### config.mk
export PLATFORM = sky130hd
export DESIGN_NAME = router_sync_n_flat
export DESIGN_NICKNAME = d
export VERILOG_FILES = /design/src/rtl/router_pkg.sv /design/src/rtl/router_sync_n_if.sv /design/src/rtl/router_sync_wdog.sv /design/src/rtl/router_sync_n.sv /design/src/flat_wrapper.sv
export SDC_FILE = /design/constraint.sdc
export NUM_CORES = 1
export LEC_CHECK = 0
export BUFFER_PORTS_ARGS = -buffer_cell sky130_fd_sc_hd__buf_2
export CORE_AREA = 2 2 52 54
export DETAILED_ROUTE_END_ITERATION = 10
export DIE_AREA = 0 0 54 56
export PLACE_DENSITY = 0.64
export SYNTH_ARGS = -nofsm -noshare
export SYNTH_HDL_FRONTEND = slang
export SYNTH_SLANG_ARGS = --single-unit
### constraint.sdc
create_clock -name clock -period 1.54 [get_ports clock]
set_clock_uncertainty 0.2 [all_clocks]
set_input_delay 0.231 -clock clock [delete_from_list [all_inputs] [get_ports clock]]
set_output_delay 0.231 -clock clock [all_outputs]
set_load 0.005 [all_outputs]
### src/rtl/router_pkg.sv
// Shared constants and helpers for the router blocks (fsm, fifo, synchroniser).
// The watchdog action enum is shared so every port decodes it the same way.
package router_pkg;

    localparam int NUM_PORTS_DEF = 3;
    localparam int TIMEOUT_DEF   = 30;

    typedef enum logic [1:0] {
        WD_CLEAR,
        WD_COUNT,
        WD_FIRE
    } wdog_act_e;

    function automatic int clog2(input int value);
        int result;
        int rem;
        result = 0;
        rem    = value - 1;
        while (rem > 0) begin
            result++;
            rem = rem >> 1;
        end
        return result;
    endfunction

    // A single-port router still needs a one-bit address field.
    function automatic int addr_width(input int num_ports);
        return (clog2(num_ports) > 1) ? clog2(num_ports) : 1;
    endfunction

    localparam int ADDR_W_DEF = addr_width(NUM_PORTS_DEF);

endpackage

### src/rtl/router_sync_n_if.sv
// Bundle between router_fsm/router_reg, the output FIFOs and router_sync_n.
// The synchroniser uses the slave view; the driving side uses master.
interface router_sync_n_if
    import router_pkg::*;
#(
    parameter int NUM_PORTS = NUM_PORTS_DEF,
    parameter int ADDR_W    = addr_width(NUM_PORTS)
) ();

    logic                 detect_add;
    logic [ADDR_W-1:0]    data_in;
    logic                 write_enb_reg;
    logic [NUM_PORTS-1:0] read_enb;
    logic [NUM_PORTS-1:0] empty;
    logic [NUM_PORTS-1:0] full;
    logic [NUM_PORTS-1:0] write_enb;
    logic                 fifo_full;
    logic [NUM_PORTS-1:0] vld_out;
    logic [NUM_PORTS-1:0] soft_reset;
    logic                 addr_err;

    modport master (
        output detect_add, data_in, write_enb_reg, read_enb, empty, full,
        input  write_enb, fifo_full, vld_out, soft_reset, addr_err
    );

    modport slave (
        input  detect_add, data_in, write_enb_reg, read_enb, empty, full,
        output write_enb, fifo_full, vld_out, soft_reset, addr_err
    );

endinterface

### src/rtl/router_sync_wdog.sv
// Read-timeout watchdog for one output port: pulses o_soft_reset for one cycle
// after TIMEOUT consecutive idle cycles, then starts counting again from zero.
module router_sync_wdog
    import router_pkg::*;
#(
    parameter int TIMEOUT = TIMEOUT_DEF,
    parameter int TIMER_W = clog2(TIMEOUT + 1)
) (
    input  logic clock,
    input  logic resetn,
    input  logic i_idle,
    output logic o_soft_reset
);

    localparam logic [TIMER_W-1:0] LAST_CNT = TIMER_W'(TIMEOUT - 1);

    logic [TIMER_W-1:0] r_cnt;
    logic               r_soft_reset;
    wdog_act_e          w_act;

    // NOTE: default assigned before any branch so no path leaves w_act unassigned (no latch).
    always_comb begin
        w_act = WD_CLEAR;
        if (i_idle) begin
            w_act = (r_cnt == LAST_CNT) ? WD_FIRE : WD_COUNT;
        end
    end

    // NOTE: sequential state uses non-blocking assignments so all flops update together.
    always_ff @(posedge clock or negedge resetn) begin
        if (!resetn) begin
            r_cnt        <= '0;
            r_soft_reset <= 1'b0;
        end else begin
            unique case (w_act)
                WD_COUNT: begin
                    r_cnt        <= r_cnt + TIMER_W'(1);
                    r_soft_reset <= 1'b0;
                end
                WD_FIRE: begin
                    r_cnt        <= '0;
                    r_soft_reset <= 1'b1;
                end
                default: begin
                    r_cnt        <= '0;
                    r_soft_reset <= 1'b0;
                end
            endcase
        end
    end

    assign o_soft_reset = r_soft_reset;

endmodule

### src/rtl/router_sync_n.sv
// N-port router synchroniser: latches the header address, steers the FSM write
// strobe to one FIFO, muxes back its full flag and watches each port for read timeouts.
module router_sync_n
    import router_pkg::*;
#(
    parameter int NUM_PORTS = NUM_PORTS_DEF,
    parameter int ADDR_W    = addr_width(NUM_PORTS),
    parameter int TIMEOUT   = TIMEOUT_DEF,
    parameter int TIMER_W   = clog2(TIMEOUT + 1)
) (
    input  logic           clock,
    input  logic           resetn,
    router_sync_n_if.slave bus
);

    logic [ADDR_W-1:0]    r_addr;
    logic                 r_addr_vld;
    logic                 r_addr_err;
    logic                 w_addr_in_range;
    logic [NUM_PORTS-1:0] w_sel;
    logic [NUM_PORTS-1:0] w_idle;

    assign w_addr_in_range = (int'(bus.data_in) < NUM_PORTS);

    always_ff @(posedge clock or negedge resetn) begin
        if (!resetn) begin
            r_addr     <= '0;
            r_addr_vld <= 1'b0;
            r_addr_err <= 1'b0;
        end else if (bus.detect_add) begin
            r_addr     <= bus.data_in;
            r_addr_vld <= w_addr_in_range;
            r_addr_err <= ~w_addr_in_range;
        end else begin
            r_addr_err <= 1'b0;
        end
    end

    // One-hot port select; all zero for an out-of-range address so its bytes are dropped.
    always_comb begin
        w_sel = '0;
        for (int i = 0; i < NUM_PORTS; i++) begin
            w_sel[i] = r_addr_vld && (int'(r_addr) == i);
        end
    end

    assign bus.write_enb = w_sel & {NUM_PORTS{bus.write_enb_reg}};
    assign bus.fifo_full = |(w_sel & bus.full);
    assign bus.vld_out   = ~bus.empty;
    assign bus.addr_err  = r_addr_err;
    assign w_idle        = ~bus.empty & ~bus.read_enb;

    for (genvar g = 0; g < NUM_PORTS; g++) begin : g_wdog
        router_sync_wdog #(
            .TIMEOUT (TIMEOUT),
            .TIMER_W (TIMER_W)
        ) u_wdog (
            .clock        (clock),
            .resetn       (resetn),
            .i_idle       (w_idle[g]),
            .o_soft_reset (bus.soft_reset[g])
        );
    end

endmodule

### src/flat_wrapper.sv
// flat-port wrapper written by rule: the top's interface ports become plain ports
module router_sync_n_flat import router_pkg::*;
#(
    parameter int NUM_PORTS = NUM_PORTS_DEF,
    parameter int ADDR_W    = addr_width(NUM_PORTS),
    parameter int TIMEOUT   = TIMEOUT_DEF,
    parameter int TIMER_W   = clog2(TIMEOUT + 1)
)
  (clock, resetn, bus_detect_add, bus_data_in, bus_write_enb_reg, bus_read_enb, bus_empty, bus_full, bus_write_enb, bus_fifo_full, bus_vld_out, bus_soft_reset, bus_addr_err);
  router_sync_n_if #(.NUM_PORTS(NUM_PORTS), .ADDR_W(ADDR_W)) bus_i ();
  input  logic clock;
  input  logic resetn;
  input wire logic [$bits(bus_i.detect_add)-1:0] bus_detect_add;
  input wire logic [$bits(bus_i.data_in)-1:0] bus_data_in;
  input wire logic [$bits(bus_i.write_enb_reg)-1:0] bus_write_enb_reg;
  input wire logic [$bits(bus_i.read_enb)-1:0] bus_read_enb;
  input wire logic [$bits(bus_i.empty)-1:0] bus_empty;
  input wire logic [$bits(bus_i.full)-1:0] bus_full;
  output wire logic [$bits(bus_i.write_enb)-1:0] bus_write_enb;
  output wire logic [$bits(bus_i.fifo_full)-1:0] bus_fifo_full;
  output wire logic [$bits(bus_i.vld_out)-1:0] bus_vld_out;
  output wire logic [$bits(bus_i.soft_reset)-1:0] bus_soft_reset;
  output wire logic [$bits(bus_i.addr_err)-1:0] bus_addr_err;
  assign bus_i.detect_add = bus_detect_add;
  assign bus_i.data_in = bus_data_in;
  assign bus_i.write_enb_reg = bus_write_enb_reg;
  assign bus_i.read_enb = bus_read_enb;
  assign bus_i.empty = bus_empty;
  assign bus_i.full = bus_full;
  assign bus_write_enb = bus_i.write_enb;
  assign bus_fifo_full = bus_i.fifo_full;
  assign bus_vld_out = bus_i.vld_out;
  assign bus_soft_reset = bus_i.soft_reset;
  assign bus_addr_err = bus_i.addr_err;
  router_sync_n #(.NUM_PORTS(NUM_PORTS), .ADDR_W(ADDR_W), .TIMEOUT(TIMEOUT), .TIMER_W(TIMER_W)) u_core (.clock(clock), .resetn(resetn), .bus(bus_i));
endmodule
### Word level (Yosys, flattened, before mapping)

Index checks and enable logic that the tools add are counted.

* register bits after elaboration: 22
* output and inout bits: 11
* logic and storage cells: 48

* add/subtract/negate cells: 3
* magnitude comparators: 1
* equal/unequal tests: 11
* mux-type cells: 13
* bitwise operators: 6
* reductions and logical operators: 5

Operator list (number)
* $add 5x1->5 const B: 3
* $eq 5x5->1 const B: 3
* $mux 5: 3
* $mux 2: 6
* $eq 2x2->1 const B: 5
* $and 3x3->3: 3
* $eq 2x1->1 const B: 3
* $not 3->3: 2
* $mux 1: 4
* $logic_and 1x1->1: 3
* $reduce_or 3->1: 1
* $logic_not 2->1: 1
* $lt 2x2->1 const B: 1
* $not 1->1: 1

### Logic depth before layout (Yosys ltp)

* depth in word-level cells: 5
* depth in mapped cells: 5
* gate-level depth less buffers: 5

### By module

A second synthesis with hierarchy kept.

* cells, all modules: 93
* area, all modules: 973.4 µm²

Modules (own cells, without submodules)
* router_sync_wdog: instances 3, cells each 23, area each 251.5 µm²
* router_sync_n: instances 1, cells each 24, area each 219.0 µm²

### Worst setup path before layout

Ideal clock, no wire load.

* path type: register to output
* from: register u_core.r_addr[0]
* to: output port bus_fifo_full
* arrival time: 0.781 ns
* data required time: 1.109 ns
* path slack: 0.328 ns
* cell stages (with the launch flop): 4
* buffers on the path: 0
* path through: dfrtp_1 -> mux2i_1 -> o21ai_1 -> and2_1

* cells in the longest elaborated chain, start to end: 4

Ends and longest elaborated chain
* from (decl): line router_sync_n.sv:16 `logic [ADDR_W-1:0] r_addr;`
* from (signal assigned): line router_sync_n.sv:31 `r_addr <= bus.data_in;`
* $eq 2x2->1 or $logic_not 2->1 (tied branches): line router_sync_n.sv:43 `w_sel[i] = r_addr_vld && (int'(r_addr) == i);`
* $logic_and 1x1->1: line router_sync_n.sv:43
* $and 3x3->3 (*): line router_sync_n.sv:48 `assign bus.fifo_full = |(w_sel & bus.full);`
* $reduce_or 3->1 (*): line router_sync_n.sv:48
* to (decl): line flat_wrapper.sv:20 `output wire logic [$bits(bus_i.fifo_full)-1:0] bus_fifo_full;`

Every way passes the cells marked *; elsewhere a longest branch is shown, timed or not.

### Final worst setup path

* from: register u_core.r_addr[0]
* to: output port bus_write_enb[2]

* cells in the longest elaborated chain, start to end: 3

Ends and longest elaborated chain
* $eq 2x2->1: line router_sync_n.sv:43
* $logic_and 1x1->1: line router_sync_n.sv:43
* $and 3x3->3: line router_sync_n.sv:47 `assign bus.write_enb = w_sel & {NUM_PORTS{bus.write_enb_reg}};`
* to (decl): line flat_wrapper.sv:19 `output wire logic [$bits(bus_i.write_enb)-1:0] bus_write_enb;`

No other way between the ends.

==> impl_results.md <==
- Antenna Nets Post-Route: 0
- Ys Warns: 0
- Synth Instances: 92
- Synthesis-to-finish area growth: 31.9%
- Initial drt markers: 8
- Clock sinks: 22
- Post-synth top area cell: dfrtp_1
- Crit path required time: 1.11 ns
- Core area: 2430 sq um
- Crit share post-route: 110%
- Post-DP Area: 1120 sq um
- CP Capture Type: output pin
- Final #Nets: 153
- Antenna diode count: 0
- Clk slew on worst S/H paths: 0.11 ns
- Largest net degree at the start of global routing: 23
- Synth Net Count: 113
- GRT Resource Usage Total: 14.6%
- Die W: 54 microns
- Rows: 18
- Highest Clock Rate: 588 MHz
- Worst hold margin: 0.213 ns
- DRC viols: 0
- Register bit total from synthesis: 22
- Worst-margin pin slew: 0.485 ns
- Post-route cell area: 1290 sq um
- Synthesized area: 981 sq um
- Initial Util: 40.3%
- MaxCap Viol Count: 0
- Yosys top cell area share: 56.1%
- Crit path cell chain: buf_4, buf_6, nor3b_2, buf_2
- TritonCTS Buffers: 3
- Layout cells sized above 1: 26.9%
- Failing checks: negative setup slack
- DR vias: 734
- Mean area per synthesized cell: 10.7 sq um
- Worst min-delay path class: in2async
- Vias in the first global route: 768
- Startpoint Class: flop
- Most frequent cells in the layout: buf_2, dfrtp_1, nor2_1
- Post-synth EDFFs: 0
- Worst path slowest cell: dfrtp_1
- Synth cell types: 18
- Asr flop ratio synth: 100%
- Pwr Density: 774 nW/um^2
- Commonest register cell after synthesis: dfrtp_1
- Max VDD drop: 0.000400 V
- CP arrival: 1.27 ns
- I/O Buffers: 25
- Drt first pass iters: 4
- Die area: 3020 sq um
- Final WS setup: -0.160 ns
- Initial antenna violation count: 0
- Final HPWL DP: 1.20 mm
- Worst rel slew slack: 67.7%
- Fin. max-slew vios: 0
- Status: finished with violations
- CP peak stage delay: 0.43 ns
- Critical path class: reg2out
- Final min period: 1.70 ns
- WL/cell: 12.1 microns
- CTS H-tree depth: 1
- DIE HEIGHT: 56 microns
- CTS tree: built
- Power Total: 0.00100 W
- Synth area leaders: dfrtp_1, ha_1, nor2_1, xor2_1, nand3_1
- Clk buf depth: 2
- Clk Latency, worst-skew pair: 0.29 ns
- Final Hold Fails: 0
- GRT overflow: 0
- First-pass GRT wire length: 3.19 mm
- Final wirelength: 1.94 mm
- Drt via density: 4.59
- Crit-path max FO: 4
- Num ports: 26
- Most common cell after layout, fill and taps aside: buf_2
- Routability cong.: 0.737
- Setup TNS: -0.536 ns
- Root Buffer: clkbuf_4
- Sequential cell area fraction in the yosys report: 56.1%
- Leakage: 0.650 nW
- RSZ-0062 raised after global routing: yes
- Final setup vio count: 4
## cells by family (layout without fill, tap and decap cells)
family,Yosys count,count (layout),synth area share [%]
AO/OA/AOI/OAI,1,1,0.510
XOR/XNOR,9,9,8.04
adder cells (fa/ha/maj),6,6,7.65
buffers and inverters,9,47,4.59
flip-flops,22,22,56.1
multiplexers,3,3,3.32
AND/OR/NAND/NOR,42,42,19.8
## final cells by class
cell class | instances | area [sq um]
fillers | 221 | 1140
flip-flops and latches | 22 | 551
multi-input cells | 61 | 409
repair buffers | 38 | 251
well taps | 30 | 37.5
clock buffers | 3 | 22.5
inverters | 6 | 22.5
## path summary, 6_finish.rpt
kind / startpoint / end / slack [ns] / cells after the start
worst max register to register: u_core.g_wdog[0].u_wdog.r_cnt[0] / u_core.g_wdog[0].u_wdog.r_cnt[4] / 0.25 / 4
max in group asynchronous: resetn / u_core.g_wdog[0].u_wdog.r_cnt[1] / 0.60 / 2
worst min register to register: u_core.g_wdog[2].u_wdog.r_cnt[0] / u_core.g_wdog[2].u_wdog.r_cnt[0] / 0.30 / 1
worst max-delay path: u_core.r_addr[0] / bus_write_enb[2] / -0.16 / 4
min in group clock: u_core.g_wdog[2].u_wdog.r_cnt[0] / u_core.g_wdog[2].u_wdog.r_cnt[0] / 0.30 / 1
worst min-delay path: resetn / u_core.bus.addr_err / 0.21 / 2
## Yosys cell counts, types with 2 or more instances
cell type / count
nand3_1: 6
mux2_1: 2
ha_1: 6
nor3b_1: 2
nor2_1: 20
nand4_1: 3
nor3_1: 4
nand2_1: 4
inv_1: 6
buf_4: 3
xor2_1: 6
xnor2_1: 3
dfrtp_1: 22
## per-stage QoR
step	worst slack (ns)	utilization, %	std cells
final	-0.160	53.2	160
after global routing	-0.254	53.2	160
after CTS	-0.147	52.2	159
after detailed placement	0.160	46.1	144
after global placement	0.204	46.1	144
after floorplan	0.328	-	92
## repair_timing
item / 4_1_cts / 5_1_grt
gates resized for setup: 2 / 4
endpoints found under the setup margin: 3 / 4
setup buffers: 2 / 1
hold buffers: 10 / 0
pin swaps: 2 / 1
hold endpoints to repair: 28 / 0
## metal layers
layer | GRT usage (%) | part of all wire, % | up-vias
met3 | 3.49 | 3.0 | 4
met1 | 17.2 | 42 | 342
met2 | 23.7 | 54 | 14
met4 | 7.86 | 1.6 | 0
li1 | - | - | 374
met5 | 0 | 0 | -
## state kept, by name, summed over array words and instances, names as in the netlist
register and count:
u_core.g_wdog.u_wdog.o_soft_reset 3, u_core.g_wdog.u_wdog.r_cnt 15, u_core.bus.addr_err 1, u_core.r_addr 2, u_core.r_addr_vld 1
## power by group
group | internal (W) | switching, W | leakage [nW]
Clock | 0.0000910 | 0.000164 | 0.0138
Sequential | 0.000593 | 0.0000184 | 0.295
Combinational | 0.0000746 | 0.0000601 | 0.341
Total | 0.000759 | 0.000242 | 0.650
## worst max-delay path: cells and delay by family, from the launching register on
kind,cells,cell delay [ns]
flip-flops,1,0.43
buffers and inverters,3,0.39
AND/OR/NAND/NOR,1,0.15
No activity file was read; power rests on OpenSTA's default activity.
